===== config.mk =====
export PLATFORM = sky130hd
export DESIGN_NAME = ats21_cmd_arbiter
export DESIGN_NICKNAME = d
export VERILOG_FILES = /design/src/rtl/ats21_pkg.sv /design/src/rtl/ats21_beat_assembler.sv /design/src/rtl/ats21_cmd_arbiter.sv
export SDC_FILE = /design/constraint.sdc
export NUM_CORES = 1
export LEC_CHECK = 0
export CAP_MARGIN = 20
export CORE_MARGIN = 2
export CORE_UTILIZATION = 55
export CTS_CLUSTER_SIZE = 30
export DETAILED_ROUTE_END_ITERATION = 10
export DONT_BUFFER_PORTS = 1
export GPL_TIMING_DRIVEN = 0
export PLACE_DENSITY = 0.78
export SKIP_CTS_REPAIR_TIMING = 1
export SLEW_MARGIN = 10
export SYNTH_ARGS = -nofsm -noshare
export SYNTH_HDL_FRONTEND = slang
export SYNTH_HIERARCHICAL = 1
export SYNTH_SLANG_ARGS = --single-unit

===== constraint.sdc =====
create_clock -name clk_1x -period 3.8 [get_ports clk_1x]
set_input_delay 0.76 -clock clk_1x [delete_from_list [all_inputs] [get_ports clk_1x]]
set_output_delay 0.76 -clock clk_1x [all_outputs]
set_load 0.02 [all_outputs]

===== src/rtl/ats21_pkg.sv =====
// Shared types for the ATS21 command arbiter: opcodes, client FSM states,
// target keys and the device mode/permission record.
package ats21_pkg;

  localparam int NUM_CLOCKS = 16;
  localparam int NUM_ALARMS = 24;
  localparam int CLK_IDX_W  = $clog2(NUM_CLOCKS);
  localparam int KEY_IDX_W  = $clog2(NUM_ALARMS);
  localparam int BEAT_W     = 16;
  localparam int WORD_W     = 2 * BEAT_W;

  // Field positions inside the assembled 32-bit instruction.
  localparam int OPC_LSB      = 29;
  localparam int MODE_ACT_BIT = 28;
  localparam int MODE_ALM_BIT = 26;
  localparam int MODE_CLK_BIT = 24;

  typedef enum logic [2:0] {
    OP_NOP     = 3'b000,
    OP_SET_CLK = 3'b001,
    OP_EN_CLK  = 3'b010,
    OP_MODE    = 3'b011,
    OP_SET_ALM = 3'b101,
    OP_SET_TMR = 3'b110,
    OP_EN_ALM  = 3'b111
  } opcode_e;

  typedef enum logic [1:0] {
    CL_IDLE = 2'd0,
    CL_HI   = 2'd1,
    CL_PEND = 2'd2
  } client_st_e;

  typedef struct packed {
    logic                 is_mode;
    logic                 is_alm;
    logic [KEY_IDX_W-1:0] idx;
  } key_t;

  typedef struct packed {
    logic       active;
    logic [1:0] allow_clk;
    logic [1:0] allow_alm;
  } mode_t;

  function automatic logic is_clk_op(input logic [2:0] op);
    return (op == OP_SET_CLK) || (op == OP_EN_CLK);
  endfunction

  function automatic logic is_alm_op(input logic [2:0] op);
    return (op == OP_SET_ALM) || (op == OP_SET_TMR) || (op == OP_EN_ALM);
  endfunction

  function automatic logic is_legal_op(input logic [2:0] op);
    return is_clk_op(op) || is_alm_op(op) || (op == OP_MODE);
  endfunction

endpackage


===== src/rtl/ats21_beat_assembler.sv =====
// Per-client two-beat instruction assembler: IDLE -> HI -> PEND, held in PEND
// until the arbiter releases it.
module ats21_beat_assembler
  import ats21_pkg::*;
(
  input  logic              clk_1x,
  input  logic              reset,
  input  logic              req_i,
  input  logic [BEAT_W-1:0] beat_i,
  input  logic              release_i,
  output logic              pend_o,
  output logic              abort_o,
  output logic [WORD_W-1:0] word_o
);

  client_st_e        state_q;
  logic              pend_q;
  logic [BEAT_W-1:0] hi_q;
  logic [BEAT_W-1:0] lo_q;
  logic              start;

  assign start = req_i && (beat_i[BEAT_W-1 -: 3] != OP_NOP);

  always_ff @(posedge clk_1x or posedge reset) begin
    if (reset) begin
      state_q <= CL_IDLE;
      pend_q  <= 1'b0;
    end else begin
      case (state_q)
        CL_IDLE: if (start) state_q <= CL_HI;
        CL_HI: begin
          state_q <= req_i ? CL_PEND : CL_IDLE;
          pend_q  <= req_i;
        end
        CL_PEND: if (release_i) begin
          state_q <= CL_IDLE;
          pend_q  <= 1'b0;
        end
        default: begin
          state_q <= CL_IDLE;
          pend_q  <= 1'b0;
        end
      endcase
    end
  end

  // Beat payload is pure data; only the FSM above needs a reset.
  always_ff @(posedge clk_1x) begin
    if (state_q == CL_IDLE && start) hi_q <= beat_i;
    if (state_q == CL_HI && req_i)   lo_q <= beat_i;
  end

  assign pend_o  = pend_q;
  assign abort_o = (state_q == CL_HI) && !req_i;
  assign word_o  = {hi_q, lo_q};

endmodule


===== src/rtl/ats21_cmd_arbiter.sv =====
// Two-client ATS21 command arbiter: assembles beats, resolves conflicts and
// permissions, executes mode commands internally and issues the rest.
module ats21_cmd_arbiter
  import ats21_pkg::*;
#(
  parameter int CMD_W = 32,
  parameter int IDX_W = 5
) (
  input  logic             clk_1x,
  input  logic             reset,
  input  logic             req,
  input  logic [15:0]      ctrlA,
  input  logic [15:0]      ctrlB,
  output logic             cmd_valid,
  input  logic             cmd_ready,
  output logic [CMD_W-1:0] cmd_word,
  output logic             cmd_src,
  output logic [1:0]       busy,
  output logic [1:0]       stat_vld,
  output logic [1:0]       stat,
  output logic             mode_active
);

  function automatic key_t make_key(input logic [WORD_W-1:0] w);
    key_t k;
    k = '0;
    if (is_clk_op(w[OPC_LSB +: 3])) begin
      k.idx = KEY_IDX_W'(w[25 +: CLK_IDX_W]);
    end else if (is_alm_op(w[OPC_LSB +: 3])) begin
      k.is_alm = 1'b1;
      k.idx    = KEY_IDX_W'(w[24 +: IDX_W]);
    end else if (w[OPC_LSB +: 3] == OP_MODE) begin
      k.is_mode = 1'b1;
    end
    return k;
  endfunction

  logic [1:0]        pend, abort, rel, cand;
  logic [WORD_W-1:0] word_a, word_b, g_word;
  logic [2:0]        op;
  logic              hs, dec_en, conflict, decide, grant_b;
  logic              permit, issue, exec, nack;
  logic [1:0]        gsel, ack_hs;

  logic             cmd_valid_q, cmd_valid_d;
  logic [CMD_W-1:0] cmd_word_q, cmd_word_d;
  logic             cmd_src_q, cmd_src_d;
  logic [1:0]       stat_vld_q, stat_vld_d;
  logic [1:0]       stat_q, stat_d;
  logic             rr_b_q, rr_b_d;
  mode_t            mode_q, mode_d;

  ats21_beat_assembler u_asm_a (
    .clk_1x    (clk_1x),
    .reset     (reset),
    .req_i     (req),
    .beat_i    (ctrlA),
    .release_i (rel[0]),
    .pend_o    (pend[0]),
    .abort_o   (abort[0]),
    .word_o    (word_a)
  );

  ats21_beat_assembler u_asm_b (
    .clk_1x    (clk_1x),
    .reset     (reset),
    .req_i     (req),
    .beat_i    (ctrlB),
    .release_i (rel[1]),
    .pend_o    (pend[1]),
    .abort_o   (abort[1]),
    .word_o    (word_b)
  );

  always_comb begin
    hs      = cmd_valid_q & cmd_ready;
    dec_en  = ~cmd_valid_q | hs;
    // The client whose command is on the bus is not a candidate again.
    cand[0] = pend[0] & ~(cmd_valid_q & ~cmd_src_q);
    cand[1] = pend[1] & ~(cmd_valid_q & cmd_src_q);

    conflict = dec_en & cand[0] & cand[1]
             & is_legal_op(word_a[OPC_LSB +: 3]) & is_legal_op(word_b[OPC_LSB +: 3])
             & (make_key(word_a) == make_key(word_b));
    grant_b  = cand[1] & (~cand[0] | rr_b_q);
    decide   = dec_en & (|cand) & ~conflict;

    g_word = grant_b ? word_b : word_a;
    op     = g_word[OPC_LSB +: 3];
    permit = mode_q.active
           & ((is_clk_op(op) & mode_q.allow_clk[grant_b])
            | (is_alm_op(op) & mode_q.allow_alm[grant_b]));
    exec   = decide & (op == OP_MODE);
    issue  = decide & (op != OP_MODE) & permit;
    nack   = decide & (op != OP_MODE) & ~permit;

    gsel   = {grant_b, ~grant_b};
    ack_hs = hs ? {cmd_src_q, ~cmd_src_q} : 2'b00;
    rel    = ack_hs | (conflict ? 2'b11 : 2'b00) | ((exec | nack) ? gsel : 2'b00);

    stat_vld_d = rel | abort;
    stat_d     = ack_hs | (exec ? gsel : 2'b00);

    cmd_valid_d = (cmd_valid_q & ~hs) | issue;
    cmd_word_d  = issue ? CMD_W'(g_word) : cmd_word_q;
    cmd_src_d   = issue ? grant_b : cmd_src_q;
    rr_b_d      = (decide & cand[0] & cand[1]) ? ~grant_b : rr_b_q;

    mode_d = mode_q;
    if (exec) begin
      mode_d.active             = g_word[MODE_ACT_BIT];
      mode_d.allow_alm[grant_b] = g_word[MODE_ALM_BIT];
      mode_d.allow_clk[grant_b] = g_word[MODE_CLK_BIT];
    end
  end

  always_ff @(posedge clk_1x or posedge reset) begin
    if (reset) begin
      cmd_valid_q <= 1'b0;
      cmd_word_q  <= '0;
      cmd_src_q   <= 1'b0;
      stat_vld_q  <= 2'b00;
      stat_q      <= 2'b00;
      rr_b_q      <= 1'b0;
      mode_q      <= '{active: 1'b1, allow_clk: 2'b11, allow_alm: 2'b11};
    end else begin
      cmd_valid_q <= cmd_valid_d;
      cmd_word_q  <= cmd_word_d;
      cmd_src_q   <= cmd_src_d;
      stat_vld_q  <= stat_vld_d;
      stat_q      <= stat_d;
      rr_b_q      <= rr_b_d;
      mode_q      <= mode_d;
    end
  end

  assign cmd_valid   = cmd_valid_q;
  assign cmd_word    = cmd_word_q;
  assign cmd_src     = cmd_src_q;
  assign busy        = pend;
  assign stat_vld    = stat_vld_q;
  assign stat        = stat_q;
  assign mode_active = mode_q.active;

endmodule


==> results.md, run 1 <==
* Max frequency at 334 MHz
* RSZ-0062 raised after global routing: false
* Final WL at 10200 µm
* Cell mode on critical path: clkbuf_1
* Synth warnings at 6
* Setup-failing EPs final at 0
* CTS Buf Count at 17
* Worst clock skew at 11.6 ps
* Hold Slack at 122 ps
* GRT Util Overall at 22.5%
* Ys async rst share at 43.9%
* Status: finished, final reports clean
* Adder-Cell Fraction of Synth Area at 0%
* Nets at 362
* Main combinational cell family by area after synthesis: multiplexers
* CTS max path bufs at 2
* Crit Path Class: reg -> reg
* Compound-gate portion of the synthesized area at 6.42%
* Antenna-violating nets left at 0
* Final period utilization at 78.9%
* Initial Utilization at 56.2%
* First-pass GRT wire length at 16000 µm
* #FFs+latches synth at 114
* Worst slew pin tran at 1100 ps
* Port Buffer Count at 0
* Largest net degree at the start of global routing at 27
* Max-Cap Viols at 0
* Pre-antenna DRT Iters at 4
* Layout cells sized above 1 at 36.9%
* Die ar. at 9580 µm²
* Design Area, Final at 5670 µm²
* Min Tclk post-route at 3000 ps
* Crit-path max FO at 10
* Netlist cell types at 39
* Post-synthesis xor/xnor area fraction at 1.08%
* Number of global-route vias before repair at 2821
* Pwr Total at 5360 µW
* I/O Pins at 77
* Post-Synthesis Cells at 301
* Setup TNS at 0 ps
* Clock tree from TritonCTS: built
* Rows at 34
* Crit-path leading delay family: buffers and inverters
* Synth Area in Simple Gates at 6.11%
* Commonest cells after routing, fill and taps aside: edfxtp_1, dfrtp_1, mux2_2, mux2_4, clkbuf_16
* CTS root buffer: clkbuf_8
* Clock transition at path regs at 60 ps
* CP max stage delay at 650 ps
* Critical path startpoint category: flip-flop
* Commonest non-fill, non-tap cell in the layout: edfxtp_1
* Number of synthesized flops with an enable pin at 64
* CP cell instances: a21boi_0 > o21a_1 > clkbuf_1 > clkbuf_1 > mux2_2 > mux2_4
* Clk_lat worst skew at 520 ps
* Die height at 97.9 µm
* DR vias at 2602
* VDD IR-drop max at 0.581 mV
* Crit. End Element: flip-flop
* Worst EP required at 4200 ps
* Placed Cells at 414
* Sequential area share after synthesis at 65.6%
* DR WL/cell at 22.8 µm
* Slew margin rel. at 27.0%
* Final hold violation count at 0
* Synth Flop Type: edfxtp_1
* Mux contribution to synthesized area at 19.0%
* CP Buf/Inv Count at 2
* Critical path arrival at 3400 ps
* Final Max Tran Viols at 0
* Ant diodes at 0
* Detailed Place HPWL at 6670 µm
* Syn nets at 337
* DR vias/cell at 5.82
* P per Cell Area at 945 nW/µm²
* Total congestion overflow at 0
* Core area at 8640 µm²
* Post-DP Area at 5050 µm²
* Clock sinks at 114
* Drc violations at 0
* RD Place Congestion at 0.912
* H-Tree Depth at 4
* Die W at 97.9 µm
* LEAKAGE at 0.00218 µW
* Layout Cells excl Fill at 447
* Initial antenna violation count at 0
* Synthesized area per cell at 16.1 µm²
* Layout fillers at 562
* Layout area overhead at 16.9%
* Drt first-iter violations at 263
* Netlist Area Pre-Place at 4850 µm²
* Slowest cell on crit path: clkbuf_1
* Hold WC Path Type: in -> async
[flip-flops by register name (all words and copies together) (netlist names), 2 cells and up]
signal,flops
cmd_word,32
mode_q,4
stat,2
stat_vld,2
u_asm_a/hi_q,16
u_asm_a/lo_q,16
u_asm_a/state_q,2
u_asm_b/hi_q,16
u_asm_b/lo_q,16
u_asm_b/state_q,2
[routing by layer]
metal / up-vias / part of all wire (%) / track usage, %
met3: 11 / 8.3 / 9.74
met2: 95 / 48 / 34.7
li1: 1187 / - / -
met4: 0 / 1.9 / 7.37
met1: 1309 / 41 / 29.0
met5: - / 0 / 0
[worst register-to-register path: cells and delay by family (launching register included)]
family | cells | cell delay [ps]
AOI/OAI and AO/OA | 2 | 560
muxes | 2 | 680
DFF | 1 | 540
buffers and inverters | 2 | 1100
[cell families (layout without fill, tap and decap cells)]
logic type / count (synthesis) / after routing
buffers and inverters: 17 / 55
and+or+nand+nor: 50 / 50
AOI/OAI and AO/OA: 42 / 42
DFF: 114 / 114
muxes: 72 / 72
xor gates and xnor gates: 6 / 6
[cell usage after synthesis (all sizes together), types with 5 or more instances]
library cell | number | area share [%]
a21boi | 9 | 1.4
a21oi | 9 | 1.2
buf | 5 | 0.90
clkbuf | 6 | 0.46
dfrtp | 45 | 23
dfstp | 5 | 2.7
edfxtp | 64 | 40
inv | 6 | 0.46
mux2 | 70 | 19
nand2 | 7 | 0.54
nand2b | 9 | 1.2
nor2 | 9 | 0.70
o211ai | 6 | 0.93
o21ai | 7 | 0.80
xor2 | 5 | 0.90
[stage by stage]
step	utilization, %	worst slack [ps]
floorplan	-	811
detailed placement	58.4	871
global route	65.6	641
CTS	65.5	812
global placement	57.7	-596
finish	65.6	802
[layout make-up]
type / count / area (µm²) / area share [%]
buffer: 11 / 66.3 / 1.17
clock buffer: 21 / 459 / 8.10
clock inverter: 11 / 153 / 2.69
inverter: 6 / 22.5 / 0.397
multi-input combinational: 170 / 1590 / 28.1
sequential: 114 / 3180 / 56.1
tap: 108 / 135 / 2.38
timing repair buffer: 6 / 60.1 / 1.06
[report_power, final]
part | switching [µW] | internal, µW | leakage, µW | total [µW]
Combinational | 670 | 811 | 0.000701 | 1480
Sequential | 553 | 1720 | 0.00119 | 2270
Clock | 548 | 1050 | 0.000291 | 1600
[final timing paths]
path	startpoint	end	slack, ps	depth (start not counted)
max	u_asm_b/pend_o	cmd_word[1]	800	6
max in group asynchronous	reset	u_asm_a/state_q[1]	3070	2
min reg2reg	rr_b_q	rr_b_q	510	1
min	reset	cmd_word[4]	120	1
max reg2reg	u_asm_b/pend_o	cmd_word[1]	800	6
min in group clk_1x	ctrlA[4]	u_asm_a/lo_q[4]	330	0
Note: power is estimated with default switching activity, not from simulation.
==> run 2, diff against run 1 <==
--- a/config.mk
+++ b/config.mk
@@ -12,7 +12,7 @@
 export DETAILED_ROUTE_END_ITERATION = 10
 export DONT_BUFFER_PORTS = 1
 export GPL_TIMING_DRIVEN = 0
-export PLACE_DENSITY = 0.78
+export PLACE_DENSITY = 0.81
 export SKIP_CTS_REPAIR_TIMING = 1
 export SLEW_MARGIN = 10
 export SYNTH_ARGS = -nofsm -noshare
==> constraint.sdc (replaced) <==
create_clock -name clk_1x -period 2.7 [get_ports clk_1x]
set_input_delay 0.54 -clock clk_1x [delete_from_list [all_inputs] [get_ports clk_1x]]
set_output_delay 0.54 -clock clk_1x [all_outputs]
set_load 0.02 [all_outputs]
==> run 2 against run 1 <==
  * Routed wire length increased by 4.4%
  * Critical path depth up 2
  * Core utilization rose by 0.57 points
  * Final area increased by 0.86%
  * Global-route usage is 0.17 points higher
  * Sequential power rose by 41%
  * Setup slack got worse by 770 ps
  * Largest power group unchanged
  * Non-clock buffer count grew 9
  * First-iteration DRC count decreased by 1.9%
  * Sequential share of layout area shrank 0.48 points
  * Highest routed layer unchanged
==> results.md, run 2 (synthesized netlist as in run 1, its figures left out) <==
* Crit Path Class: reg -> reg
* Final hold violation count at 0 (unchanged)
* Clock transition at path regs at 60 ps (about the same)
* Hold Slack at 107 ps (-15.4 ps)
* RR Endpoint: cmd_word[8]
* Worst clock skew at 9.05 ps (-2.58 ps)
* Clock tree from TritonCTS: built
* Worst Hold Path EP: u_asm_b/lo_q[13]
* Initial antenna violation count at 0 (unchanged)
* RD Place Congestion at 0.882 (-3.3%)
* DR vias at 2729 (+4.9%)
* P per Cell Area at 1300 nW/µm² (+37%)
* Hold Path Stages at 0
* Commonest non-fill, non-tap cell in the layout: edfxtp_1
* Clock sinks at 114 (unchanged)
* Post-DP Area at 5060 µm² (+0.20%)
* Total congestion overflow at 0 (unchanged)
* Drt first-iter violations at 258 (-1.9%)
* Core area at 8640 µm² (unchanged)
* Number of global-route vias before repair at 2888 (+2.4%)
* Critical path arrival at 3070 ps (-330 ps)
* Nets at 371 (+2.5%)
* VDD IR-drop max at 0.640 mV (+10%)
* Drc violations at 0 (unchanged)
* Rows at 34 (unchanged)
* Critical path startpoint category: flip-flop
* Status: finished, final reports clean
* Largest net degree at the start of global routing at 25 (-7.4%)
* DR WL/cell at 23.3 µm (+2.3%)
* DR vias/cell at 5.98 (+2.8%)
* First-pass GRT wire length at 16200 µm (+1.2%)
* Layout area overhead at 17.9%
* Worst slew pin tran at 1100 ps (+1.66 ps)
* Max frequency at 375 MHz (+13%)
* Clk_lat worst skew at 520 ps (about the same)
* Min Tclk post-route at 2660 ps (-334 ps)
* Pre-CTS WS at -238 ps (-1110 ps)
* CTS Buf Count at 17 (unchanged)
* Commonest cells after routing, fill and taps aside: edfxtp_1, dfrtp_1, mux2_2, mux2_4, clkbuf_16
* Die height at 97.9 µm (unchanged)
* Number of flip-flops in the largest register at 32 (unchanged)
* CP Buf/Inv Count at 2 (unchanged)
* Hold Crit Start: ctrlB[13]
* Crit-path leading delay family: compound AO/OA/AOI/OAI gates
* Design Area, Final at 5720 µm² (+0.86%)
* Ant diodes at 0 (unchanged)
* LEAKAGE at 0.00223 µW (+2.4%)
* H-Tree Depth at 4 (unchanged)
* Worst EP required at 3100 ps (-1100 ps)
* CTS root buffer: clkbuf_8
* Slew margin rel. at 26.9% (-0.11 points)
* Detailed Place HPWL at 6780 µm (+1.7%)
* Die W at 97.9 µm (unchanged)
* Final period utilization at 98.7% (+20 points)
* Die ar. at 9580 µm² (unchanged)
* Hold WC Path Type: in -> reg
* Port Buffer Count at 0 (unchanged)
* GRT Util Overall at 22.7% (+0.17 points)
* Final setup margin at 35.8 ps (-766 ps)
* CP max stage delay at 560 ps (-90 ps)
* Setup TNS at 0 ps (unchanged)
* Pre-antenna DRT Iters at 6 (+2)
* Antenna-violating nets left at 0 (unchanged)
* Slowest cell on crit path: nor2_1
* R2R Setup Slk at 40 ps (-770 ps)
* I/O Pins at 77 (unchanged)
* CTS max path bufs at 2 (unchanged)
* CP cell instances: buf_4 > a21boi_0 > o211ai_1 > xor2_1 > nor2_1 > a21oi_4 > buf_6 > mux2_4
* Max-Cap Viols at 0 (unchanged)
* Reg-to-reg startpoint: u_asm_b/hi_q[13]
* Final WL at 10600 µm (+4.4%)
* Initial Utilization at 56.2% (unchanged)
* R2R depth at 8 (+2)
* Final Max Tran Viols at 0 (unchanged)
* Crit. End Element: flip-flop
* Layout cells sized above 1 at 40.2% (+3.4 points)
* Crit-path max FO at 10 (unchanged)
* Setup-failing EPs final at 0 (unchanged)
run 2: cell count changes in the layout (fill, tap and decap cells not counted), moves of 2 or more:
cell       change
clkbuf_2       +4
nor4b_2        -2
buf_6          +2
clkinv_2       +3
bufinv_16      -2
clkbuf_1       -5
nor4b_4        +2
buf_4          +9
run 2: cell type report:
class                   instances  area [µm²]
clock buffers                  20         445
well taps                     108         135
fillers                       565        2920
plain buffers                  10        70.1
clock inverters                12         108
multi-input cells             170        1620
repair buffers                 16         143
flip-flops and latches        114        3180
inverters                       6        22.5
run 2: power breakdown:
| group | internal, µW | switching [µW] | total [µW] |
|---|---|---|---|
| Clock | 1270 | 793 | 2060 |
| Sequential | 2420 | 789 | 3210 |
| Combinational | 1180 | 968 | 2150 |
| Total | 4870 | 2550 | 7420 |
run 2: worst max path at each step:
| stage | from | to | slack [ps] | cells after the start |
|---|---|---|---|---|
| floorplan | u_asm_b/hi_q[14] | cmd_src | 240 | 8 |
| global placement | u_asm_a/hi_q[14] | cmd_word[13] | -110 | 8 |
| detailed placement | u_asm_b/pend_o | cmd_word[8] | -240 | 6 |
| CTS | u_asm_b/pend_o | cmd_word[8] | -240 | 6 |
| global route | u_asm_a/hi_q[14] | u_asm_b/state_q[1] | -70 | 10 |
| finish | u_asm_b/hi_q[13] | cmd_word[8] | 40 | 8 |
run 2: stage by stage:
stage                     util, %  power (µW)  cells
after floorplan                 -        4760    301
after global placement       57.9        5190    409
after detailed placement     58.6        5310    412
after CTS                    65.0        7400    444
after global routing         66.2        7740    456
final                        66.2        7420    456
run 2: worst reg2reg max path: stages, from the launching register on:
cell	delay, ps
edfxtp_1	500
buf_4	200
a21boi_0	220
o211ai_1	150
xor2_1	180
nor2_1	560
a21oi_4	210
buf_6	220
mux2_4	310
run 2: metal layers:
metal / GRT usage, % / routed length (µm)
met1: 28.8 / 4260
met5: 0 / 0
met3: 8.88 / 950
met2: 34.6 / 5110
met4: 10.4 / 318
==> run 3, diff against run 2 <==
--- a/config.mk
+++ b/config.mk
@@ -14,7 +14,7 @@
 export GPL_TIMING_DRIVEN = 0
 export PLACE_DENSITY = 0.81
 export SKIP_CTS_REPAIR_TIMING = 1
-export SLEW_MARGIN = 10
+export SLEW_MARGIN = 20
 export SYNTH_ARGS = -nofsm -noshare
 export SYNTH_HDL_FRONTEND = slang
 export SYNTH_HIERARCHICAL = 1
==> results of run 3 <==
Final layout, timing and power as in run 2 (identical DEF).
==> RTL change 1: new RTL, flow settings as in run 2 <==
Change the parameter `CMD_W` from 32 to 40.
--- a/src/rtl/ats21_cmd_arbiter.sv
+++ b/src/rtl/ats21_cmd_arbiter.sv
@@ -3,7 +3,7 @@
 module ats21_cmd_arbiter
   import ats21_pkg::*;
 #(
-  parameter int CMD_W = 32,
+  parameter int CMD_W = 40,
   parameter int IDX_W = 5
 ) (
   input  logic             clk_1x,
Interface: changed (resized cmd_word); port bits go from 77 to 85. The function was not compared with the original's and may differ.
==> RTL change 1 against run 2 <==
Clock skew shrank 0.00089 ns. Routed wire length shrank 0.71%. Area after synthesis rose by 1.3%. Setup slack got worse by 0.035 ns. Final area up 2.1%. Die area increased by 1.3%. Sequential cell count unchanged. Non-clock buffer count increased by 8. Total power grew 0.77%. Critical path type unchanged. Largest power group unchanged.
==> RTL change 1: results (changes against run 2) <==
status: "finished, final reports clean"
viasPerCell: 5.854  # -2.2%
dp.final_hpwl_um: 6882  # +1.5%
tightest_slew_ns: 1.025  # -0.07151 ns
num-nets-final: 387  # +4.3%
worst_ir_drop_vdd_mv: 0.6498  # +1.6%
synth.area.top_cells: "edfxtp_1 39%, dfrtp_1 23%, mux2_2 9.2%, mux2_4 9.2%, dfstp_2 2.7%"
first_pass_iters: 4  # -2
slowest_stage: "or4_4"
wl_per_cell_um: 22.38  # -4.1%
place.gp.congestion: 0.8662  # -1.8%
dp.cells: 428  # +3.9%
crit_fanout: 10  # unchanged
power.leakage_nw: 2.306  # +3.4%
drtIter0Drc: 213  # -17%
placed_cell_area_um2: 5151  # +1.9%
via_count: 2763  # +1.2%
routedLengthMet1_um: 3995  # -6.2%
grt_pass1_wl_um: 16010  # -1.2%
synthCells: 310  # +3.0%
drive_gt1_frac: 0.4148  # +0.01254
grt_usage: 0.2215  # -0.005236
fin_worst_skew_ns: 0.008154  # -0.0008928 ns
wl_met2_um: 5402  # +5.8%
cp.arrival_ns: 3.09  # +0.02 ns
clock_path_buffers: 2  # unchanged
max_stage_delay_ns: 0.54  # -0.02 ns
synth.distinct_cells: 41  # +5.1%
wl_met3_um: 920  # -3.2%
ys_seq_area_frac: 0.6471  # -0.008514
grt_pass1_vias: 2896  # +0.28%
==> RTL change 1: changes by cell type after synthesis <==
cell    delta
buf_4      +8
conb_1     +1
==> RTL change 1: worst reg2reg max path: stages (launching register included) <==
cell and delay, ns:
edfxtp_1 0.49, or2_1 0.14, clkbuf_4 0.17, o21ai_2 0.07
or4_4 0.54, a2111oi_4 0.50, a21oi_4 0.15, buf_6 0.21
mux2_4 0.31
==> RTL change 1: final cells by class <==
| cell class | count | area [um2] |
|---|---|---|
| Sequential cell | 114 | 3179 |
| Multi-Input combinational cell | 178 | 1652 |
| Clock inverter | 14 | 140.1 |
| Inverter | 6 | 22.52 |
| Tap cell | 108 | 135.1 |
| Timing Repair Buffer | 16 | 146.4 |
| Buffer | 18 | 132.6 |
| Fill cell | 561 | 2843 |
| Clock buffer | 18 | 427.9 |
==> RTL change 1: metal layers <==
layer  global-route usage  up-vias
li1                     -     1235
met1               0.2736     1375
met2               0.3558      134
met3              0.06879       19
met4               0.1106        0
met5                    0        -
==> RTL change 1: path summary, 6_finish.rpt <==
kind	from	to	slack, ns
setup / recovery	u_asm_b/hi_q[14]	cmd_word[9]	0.0008
hold / removal	ctrlA[5]	u_asm_a/lo_q[5]	0.12
setup reg to reg	u_asm_b/hi_q[14]	cmd_word[9]	0.0008
hold reg to reg	rr_b_q	rr_b_q	0.50
max in group asynchronous	reset	mode_q[0]	1.53
min in group asynchronous	reset	u_asm_b/pend_o	0.41
==> RTL change 1: kinds of logic after synthesis <==
logic type | synth area share
AO/OA/AOI/OAI | 0.06341
XOR/XNOR | 0.01070
buffers and inverters | 0.03030
flip-flops | 0.6471
multiplexers | 0.1874
other | 0.0007632
AND/OR/NAND/NOR | 0.06035
==> RTL change 1: metrics by stage <==
step	setup slack, ns	setup TNS (ns)
after CTS	-0.2666	-7.348
after global routing	-0.03773	-0.7075
final	0.0007527	0
after floorplan	0.2439	0
after detailed placement	-0.2556	-6.697
after global placement	-0.1324	-4.110
==> RTL change 1: power breakdown <==
part           total, mW  leakage, nW  internal [mW]  switching [mW]
combinational       2.18        0.851           1.20           0.983
clock               2.09        0.268           1.33           0.764
sequential          3.20         1.19           2.42           0.784
total               7.47         2.31           4.94            2.53
==> RTL change 2: new RTL, flow settings as in run 2 <==
Without the edit above. Encoding of `client_st_e`: now one-hot (3 bits for 3 values).
--- a/src/rtl/ats21_pkg.sv
+++ b/src/rtl/ats21_pkg.sv
@@ -25,10 +25,10 @@
     OP_EN_ALM  = 3'b111
   } opcode_e;
 
-  typedef enum logic [1:0] {
-    CL_IDLE = 2'd0,
-    CL_HI   = 2'd1,
-    CL_PEND = 2'd2
+  typedef enum logic [2:0] {
+    CL_IDLE = 3'b001,
+    CL_HI   = 3'b010,
+    CL_PEND = 3'b100
   } client_st_e;
 
   typedef struct packed {
Function: same outputs for any inputs over 4 cycles, from zero or initial values and one cycle with reset high; so few cycles prove little.
==> RTL change 2 against run 2 <==
Worst hold slack improved by 0.016 ns. Final area rose by 2.6%. Sequential cell count grew 2. Setup slack improved by 0.034 ns. Area after synthesis increased by 2.1%. Routed wire length rose by 1.5%. Via count rose by 3.7%. Largest cell class unchanged. Critical path type unchanged.
Power is not compared: it rests on default switching activity, and its combinational part moved more than twofold at a synthesized area within 25%.
==> RTL change 2: results (changes against run 2) <==
gr-usage-met2: 0.3675  # +0.02131
r2r_start: "u_asm_b/hi_q[14]"
slew-limit-headroom: 0.4349  # +0.1662
status: "finished, final reports clean"
whs_endpoint: "u_asm_a/hi_q[2]"
hold_start: "ctrlA[2]"
grt_util_met3: 0.08652  # -0.002237
crit_family: "simple AND/OR/NAND/NOR gates"
first_pass_iters: 4  # -2
dp.final_hpwl_um: 7414  # +9.3%
synth_xor_area_frac: 0.01061  # -0.0002245
routed_wl_um: 10790  # +1.5%
num-nets-final: 385  # +3.8%
synth-compound-area-share: 0.06342  # -0.0008256
r2r_end: "cmd_word[31]"
grt_pass1_wl_um: 16740  # +3.3%
slowest_stage: "or4_4"
viasPerCell: 6.019  # +0.58%
grt_pass1_vias: 3021  # +4.6%
r2r_slack_ns: 0.07  # +0.03 ns
synthMuxAreaShare: 0.1819  # -0.007976
synth-async-reset-ratio: 0.4483  # +0.009679
drive_gt1_frac: 0.4365  # +0.03417
ys_seq_area_frac: 0.6526  # -0.002970
wl_per_cell_um: 22.96  # -1.6%
synthCells: 311  # +3.3%
place.gp.congestion: 0.8809  # -0.15%
synth.distinct_cells: 40  # +2.6%
synth.area.top_cells: "edfxtp_1 39%, dfrtp_1 23%, mux2_2 9.1%, mux2_4 9.1%, dfstp_2 3.7%"
grt_max_degree: 30  # +20%
drtIter0Drc: 229  # -11%
whs_ns: 0.1226  # +0.01574 ns
-- RTL change 2: final cells by class --
type,instances,area share
Multi-Input combinational cell,178,0.2846
Timing Repair Buffer,20,0.02901
Sequential cell,116,0.5510
Inverter,6,0.003840
Clock inverter,13,0.02304
Tap cell,108,0.02304
Clock buffer,19,0.07359
Buffer,10,0.01195
-- RTL change 2: worst max path at each step --
stage	from	endpoint	slack (ns)	cells after the start
6_report	u_asm_b/hi_q[14]	cmd_word[31]	0.07	9
5_1_grt	u_asm_b/hi_q[14]	cmd_word[15]	-0.01	9
4_1_cts	u_asm_b/pend_o	u_asm_b/pend_o	-0.28	8
3_5_place_dp	u_asm_b/pend_o	u_asm_b/pend_o	-0.29	8
3_3_place_gp	ctrlB[14]	u_asm_b/hi_q[1]	-1.28	2
2_1_floorplan	ctrlA[14]	u_asm_a/hi_q[0]	0.06	2
-- RTL change 2: stage by stage --
| stage | instance area [um2] | util | worst slack [ns] |
|---|---|---|---|
| after floorplan | 4952 | - | 0.06476 |
| after global placement | 5087 | 0.5834 | -1.277 |
| after detailed placement | 5184 | 0.5944 | -0.2904 |
| after CTS | 5751 | 0.6594 | -0.2769 |
| after global routing | 5866 | 0.6726 | -0.009772 |
| final | 5866 | 0.6726 | 0.06982 |
-- RTL change 2: power by group --
part | switching [mW] | total [mW] | internal, mW
sequential | 0.370 | 2.54 | 2.17
clock | 0.775 | 2.10 | 1.33
combinational | 0.361 | 0.763 | 0.402
-- RTL change 2: routing by layer --
layer	up-vias	wire length, um
met2	98	5400
met1	1452	4292
met3	17	853
met5	-	0
met4	0	244
li1	1262	-
